### src/rtl/mm_bus_arbiter.sv
// -----------------------------------------------------------------------------
// mm_bus_arbiter
//
// Purpose:
//   Arbitrates the external memory-mapped peripheral bus between master 0
//   (CPU) and master 1 (DMA / debug port). Each access occupies the bus for
//   WAIT_CYC+1 cycles (XFER). It is followed by a single RESP cycle, in which
//   the granted master sees a one-cycle done pulse and, for a read, its
//   captured read data.
//   Total latency from the sampling edge to the done cycle is WAIT_CYC+2.
//
// Parameters:
//   WAIT_CYC  wait states per access (0..15); XFER lasts WAIT_CYC+1 cycles
//   DATA_W    data bus width
//   ADDR_W    address bus width
//
// Ports:
//   clk, rst                 clock, synchronous active-high reset
//   mX_re / mX_we            master X read / write request (both set = write)
//   mX_addr / mX_wdata       master X address / write data
//   mX_rdata                 master X read data, held until its next read
//   mX_done                  master X one-cycle access-complete pulse
//   mX_stall                 master X must hold its request stable
//   mm_re / mm_we            bus strobes, high for the whole XFER phase
//   mm_addr / mm_wdata       bus address / write data (latched at grant)
//   mm_rdata                 bus read data, sampled on the last XFER edge
//
// Configuration macro:
//   MM_CPU_PRIORITY_EN  defined   -> ties always go to master 0
//                       undefined -> round-robin tie-breaking (default)
// -----------------------------------------------------------------------------
module mm_bus_arbiter #(
  parameter int WAIT_CYC = 2,
  parameter int DATA_W   = 16,
  parameter int ADDR_W   = 16
) (
  input  logic              clk,
  input  logic              rst,
  input  logic              m0_re,
  input  logic              m0_we,
  input  logic [ADDR_W-1:0] m0_addr,
  input  logic [DATA_W-1:0] m0_wdata,
  output logic [DATA_W-1:0] m0_rdata,
  output logic              m0_done,
  output logic              m0_stall,
  input  logic              m1_re,
  input  logic              m1_we,
  input  logic [ADDR_W-1:0] m1_addr,
  input  logic [DATA_W-1:0] m1_wdata,
  output logic [DATA_W-1:0] m1_rdata,
  output logic              m1_done,
  output logic              m1_stall,
  output logic              mm_re,
  output logic              mm_we,
  output logic [ADDR_W-1:0] mm_addr,
  output logic [DATA_W-1:0] mm_wdata,
  input  logic [DATA_W-1:0] mm_rdata
);

  typedef enum logic [1:0] {
    ST_IDLE = 2'd0,
    ST_XFER = 2'd1,
    ST_RESP = 2'd2
  } state_t;

  state_t r_state;
  logic   r_last_gnt;   // master granted on the most recent tie
  logic   r_gnt;        // master owning the current access
  logic [3:0] r_cnt;    // remaining XFER cycles minus one

  logic              w_req0;
  logic              w_req1;
  logic              w_tie;
  logic              w_gnt;
  logic              w_sel_we;
  logic [ADDR_W-1:0] w_sel_addr;
  logic [DATA_W-1:0] w_sel_wdata;

  assign w_req0 = m0_re | m0_we;
  assign w_req1 = m1_re | m1_we;
  assign w_tie  = w_req0 & w_req1;

  // Winner selection for the IDLE cycle. With a single requester it simply
  // wins; only a tie consults the tie-breaking policy.
  always_comb begin
    // NOTE: every variable assigned in always_comb gets a default first so
    // no path leaves it unassigned, which would infer a latch.
    w_gnt = w_req1 & ~w_req0;
    if (w_tie) begin
`ifdef MM_CPU_PRIORITY_EN
      w_gnt = 1'b0;
`else
      w_gnt = ~r_last_gnt;
`endif
    end
  end

  // Request of the would-be winner; a write takes precedence over a read.
  assign w_sel_we    = w_gnt ? m1_we    : m0_we;
  assign w_sel_addr  = w_gnt ? m1_addr  : m0_addr;
  assign w_sel_wdata = w_gnt ? m1_wdata : m0_wdata;

  // A master is released in the very cycle its done pulse is high.
  assign m0_stall = w_req0 & ~m0_done;
  assign m1_stall = w_req1 & ~m1_done;

  always_ff @(posedge clk) begin
    // NOTE: sequential state uses non-blocking assignments so every register
    // samples pre-edge values, independent of statement order.
    if (rst) begin
      r_state    <= ST_IDLE;
      r_last_gnt <= 1'b1;
      r_gnt      <= 1'b0;
      r_cnt      <= '0;
      mm_re      <= 1'b0;
      mm_we      <= 1'b0;
      mm_addr    <= '0;
      mm_wdata   <= '0;
      m0_rdata   <= '0;
      m1_rdata   <= '0;
      m0_done    <= 1'b0;
      m1_done    <= 1'b0;
    end else begin
      // Done is a single-cycle pulse; only the XFER->RESP transition sets it.
      m0_done <= 1'b0;
      m1_done <= 1'b0;

      unique case (r_state)
        ST_IDLE: begin
          if (w_req0 || w_req1) begin
            r_gnt    <= w_gnt;
            mm_addr  <= w_sel_addr;
            mm_wdata <= w_sel_wdata;
            mm_we    <= w_sel_we;
            mm_re    <= ~w_sel_we;
            // WAIT_CYC is limited to 0..15, so 4 bits always hold it.
            r_cnt    <= 4'(WAIT_CYC);
            r_state  <= ST_XFER;
            // Only ties move the round-robin pointer, so a lone requester
            // does not rob the other master of its next tie.
            if (w_tie) begin
              r_last_gnt <= w_gnt;
            end
          end
        end

        ST_XFER: begin
          if (r_cnt == 4'd0) begin
            // mm_we still reflects the access type on this last XFER edge.
            if (!mm_we) begin
              if (r_gnt) m1_rdata <= mm_rdata;
              else       m0_rdata <= mm_rdata;
            end
            if (r_gnt) m1_done <= 1'b1;
            else       m0_done <= 1'b1;
            mm_re    <= 1'b0;
            mm_we    <= 1'b0;
            mm_addr  <= '0;
            mm_wdata <= '0;
            r_state  <= ST_RESP;
          end else begin
            r_cnt <= r_cnt - 4'd1;
          end
        end

        ST_RESP: begin
          r_state <= ST_IDLE;
        end

        default: begin
          r_state <= ST_IDLE;
        end
      endcase
    end
  end

endmodule

### config.mk
export PLATFORM = sky130hd
export DESIGN_NAME = mm_bus_arbiter
export DESIGN_NICKNAME = d
export VERILOG_FILES = /design/src/rtl/mm_bus_arbiter.sv
export SDC_FILE = /design/constraint.sdc
export NUM_CORES = 1
export LEC_CHECK = 0
export ABC_AREA = 1
export CAP_MARGIN = 25
export CORE_MARGIN = 10
export CORE_UTILIZATION = 38
export CTS_CLUSTER_DIAMETER = 50
export DETAILED_ROUTE_END_ITERATION = 6
export PLACE_DENSITY = 0.82
export SLEW_MARGIN = 20
export SYNTH_ARGS = -nofsm -noshare
export SYNTH_HDL_FRONTEND = slang
export SYNTH_SLANG_ARGS = --single-unit
### constraint.sdc
create_clock -name clk -period 1.28 [get_ports clk]
set_input_delay 0.384 -clock clk [delete_from_list [all_inputs] [get_ports clk]]
set_output_delay 0.384 -clock clk [all_outputs]
set_load 0.005 [all_outputs]
==> results.sh <==
export IMPL_syn_area_per_cell_um2=6.90
export IMPL_cp_data_arrival_time_ns=1.73
export IMPL_status="complete, but fails checks"
export IMPL_power_total_uw=8300
export IMPL_antenna_cells=0
export IMPL_timing_slew_headroom_pct=73.3
export IMPL_initial_core_util_pct=39.5
export IMPL_dieHeight_um=116
export IMPL_synthFlopType="dfxtp_1"
export IMPL_required_ns=1.56
export IMPL_grt_pass1_vias=3986
export IMPL_end_kind="register"
export IMPL_coreArea_um2=8810
export IMPL_post_dp_hpwl_um=9110
export IMPL_yosysWarnings=0
export IMPL_netlist_top_cells_count="nand2_1 (96), nand3_1 (88), dfxtp_1 (76)"
export IMPL_crit_type="register to register"
export IMPL_grt_overflow=0
export IMPL_min_path_cells=2
export IMPL_io_pins=156
export IMPL_drc=0
export IMPL_drv_slew=0
export IMPL_hold_class="input port to register"
export IMPL_postSynth_asyncResetShare_pct=0
export IMPL_period_share_pct=113
export IMPL_synth_area_leaders="dfxtp_1 (44%), nand3_1 (13%), nand2_1 (10%)"
export IMPL_drtIter0Drc=244
export IMPL_cts_tree="yes"
export IMPL_synth_most_common_cell="nand2_1"
export IMPL_clkSlewWorstSetupHoldPaths_ns=0.08
export IMPL_worstSkewPairLatency_ns=0.35
export IMPL_synth_cells=504
export IMPL_design_final_nets=776
export IMPL_max_freq_ghz=0.692
export IMPL_wire_per_inst_um=15.6
export IMPL_skew_ns=0.00977
export IMPL_netlist_area_leader_share_pct=43.7
export IMPL_cts_made_buffers=9
export IMPL_vdd_ir_drop_worst_mv=0.887
export IMPL_reg2regPathDepth=9
export IMPL_cts_sinks=76
export IMPL_cp_max_fo=4
export IMPL_syn_nets=592
export IMPL_final_setup_tns_ns=-4.19
export IMPL_drt_first_pass_iters=4
export IMPL_synth_area_um2=3480
export IMPL_fin_crit_ns=1.44
export IMPL_power_density_nw_per_um2=1480
export IMPL_rrSetupSlack_ns=-0.16
export IMPL_tightest_slew_ns=0.400
export IMPL_yosys_area_top_type="dfxtp_1"
export IMPL_antenna_found_initial=0
export IMPL_synth_edf_count=0
export IMPL_area_growth_pct=61.5
export IMPL_drt_total_wl_um=12500
export IMPL_worst_slack_ns=-0.164
export IMPL_grt_max_degree=34
export IMPL_fin_util_pct=63.8
export IMPL_via_per_inst=4.87
export IMPL_ctsHoldBuffers=0
export IMPL_clk_path_buf_depth=2
export IMPL_synth_distinct_cells=23
export IMPL_rows=34
export IMPL_startpoint_type="register"
export IMPL_root_buffer="clkbuf_8"
export IMPL_ctsHtreeMaxLevel=3
export IMPL_drv_cap=0
export IMPL_grt_pass1_wl_um=19500
export IMPL_yosysSeqAreaShare_pct=43.7
export IMPL_gp_congestion=0.796
export IMPL_die_x_um=116
export IMPL_finalSetupViolations=64
export IMPL_yosys_register_bits=76
export IMPL_violations="setup timing"
export IMPL_p_leak_uw=0.00270
export IMPL_track_usage_pct=18.1
export IMPL_dieArea_um2=13400
export IMPL_port_buffers=155
export IMPL_vias=3900
export IMPL_layout_drive_gt1_share_pct=37.5
export IMPL_rsz0062_at_grt="yes"
export IMPL_drtAntennaViolNets=0
export IMPL_hold_violations=0
==> registers in the layout (all words and copies together) (netlist names) <==
signal      count
m0_done         1
m0_rdata       16
m1_done         1
m1_rdata       16
mm_addr        16
mm_re           1
mm_wdata       16
mm_we           1
r_cnt           4
r_gnt           1
r_last_gnt      1
r_state         2
==> worst max-delay path, stage by stage (launching register included) <==
cell and delay [ns]:
dfxtp_2 0.35, inv_2 0.05, ha_4 0.16, nand2_4 0.10, nor2_8 0.05, nor2_4 0.19
buf_12 0.14, buf_4 0.12, nand2_1 0.07, a21oi_2 0.13
==> layer usage <==
metal | share of wire, % | wire, µm | vias up | track usage [%]
met2 | 54 | 6710 | 120 | 33.8
met1 | 37 | 4670 | 1800 | 18.3
met4 | 3.3 | 408 | 0 | 9.34
met3 | 5.5 | 692 | 29 | 4.39
met5 | 0 | 0 | - | 0
li1 | - | - | 1951 | -
==> power breakdown <==
group / internal [µW] / total, µW / switching (µW)
registers: 2770 / 2980 / 206
logic: 1390 / 2930 / 1530
clock network: 1500 / 2400 / 900
total: 5670 / 8300 / 2640
==> placed cells by master (no fill, tap or decap), types with 9 or more instances in the layout <==
master,count
a21oi_1,38
a21oi_2,15
buf_2,59
buf_4,35
clkbuf_2,13
clkbuf_8,9
clkdlybuf4s50_1,80
dfxtp_1,9
dfxtp_2,67
inv_1,72
nand2_1,78
nand2_2,21
nand3_1,87
nor2_1,44
o21ai_1,11
==> worst paths after layout <==
| path | start | endpoint |
|---|---|---|
| max | r_cnt[0] | mm_wdata[0] |
| min | rst | r_state[1] |
| max reg2reg | r_cnt[0] | mm_wdata[0] |
| min reg2reg | mm_wdata[3] | mm_wdata[3] |
==> per-stage QoR <==
stage,setup slack [ns],cell area [µm²],hold slack (ns),cells
2_1_floorplan,-0.00737,3500,0.456,504
3_3_place_gp,-0.755,5340,0.452,773
3_5_place_dp,-0.792,5340,0.454,773
4_1_cts,-0.0814,5780,0.294,799
5_1_grt,-0.216,5620,0.328,801
6_report,-0.164,5620,0.311,801
==> layout make-up <==
cell class              instances  area, µm²
fillers                       758       3190
multi-input cells             322       1670
repair buffers                202       1650
flip-flops and latches         76       1610
inverters                      77        294
clock inverters                 6        136
well taps                     108        135
clock buffers                  10        128
==> logic make-up after synthesis <==
family / after synthesis / share of synthesized area [%]
simple gates: 248 / 32.0
fa+ha+maj: 2 / 0.719
buf+inv: 106 / 13.2
compound gates: 72 / 10.4
flops: 76 / 43.7
==> what timing repair did <==
action | in CTS | in global routing
endpoints found under the setup margin | 142 | 114
pin swaps | 18 | 13
setup buffers | 7 | 5
cloned | 3 | 0
gates resized for setup | 327 | 76
Power figures use the tool's default switching activity.
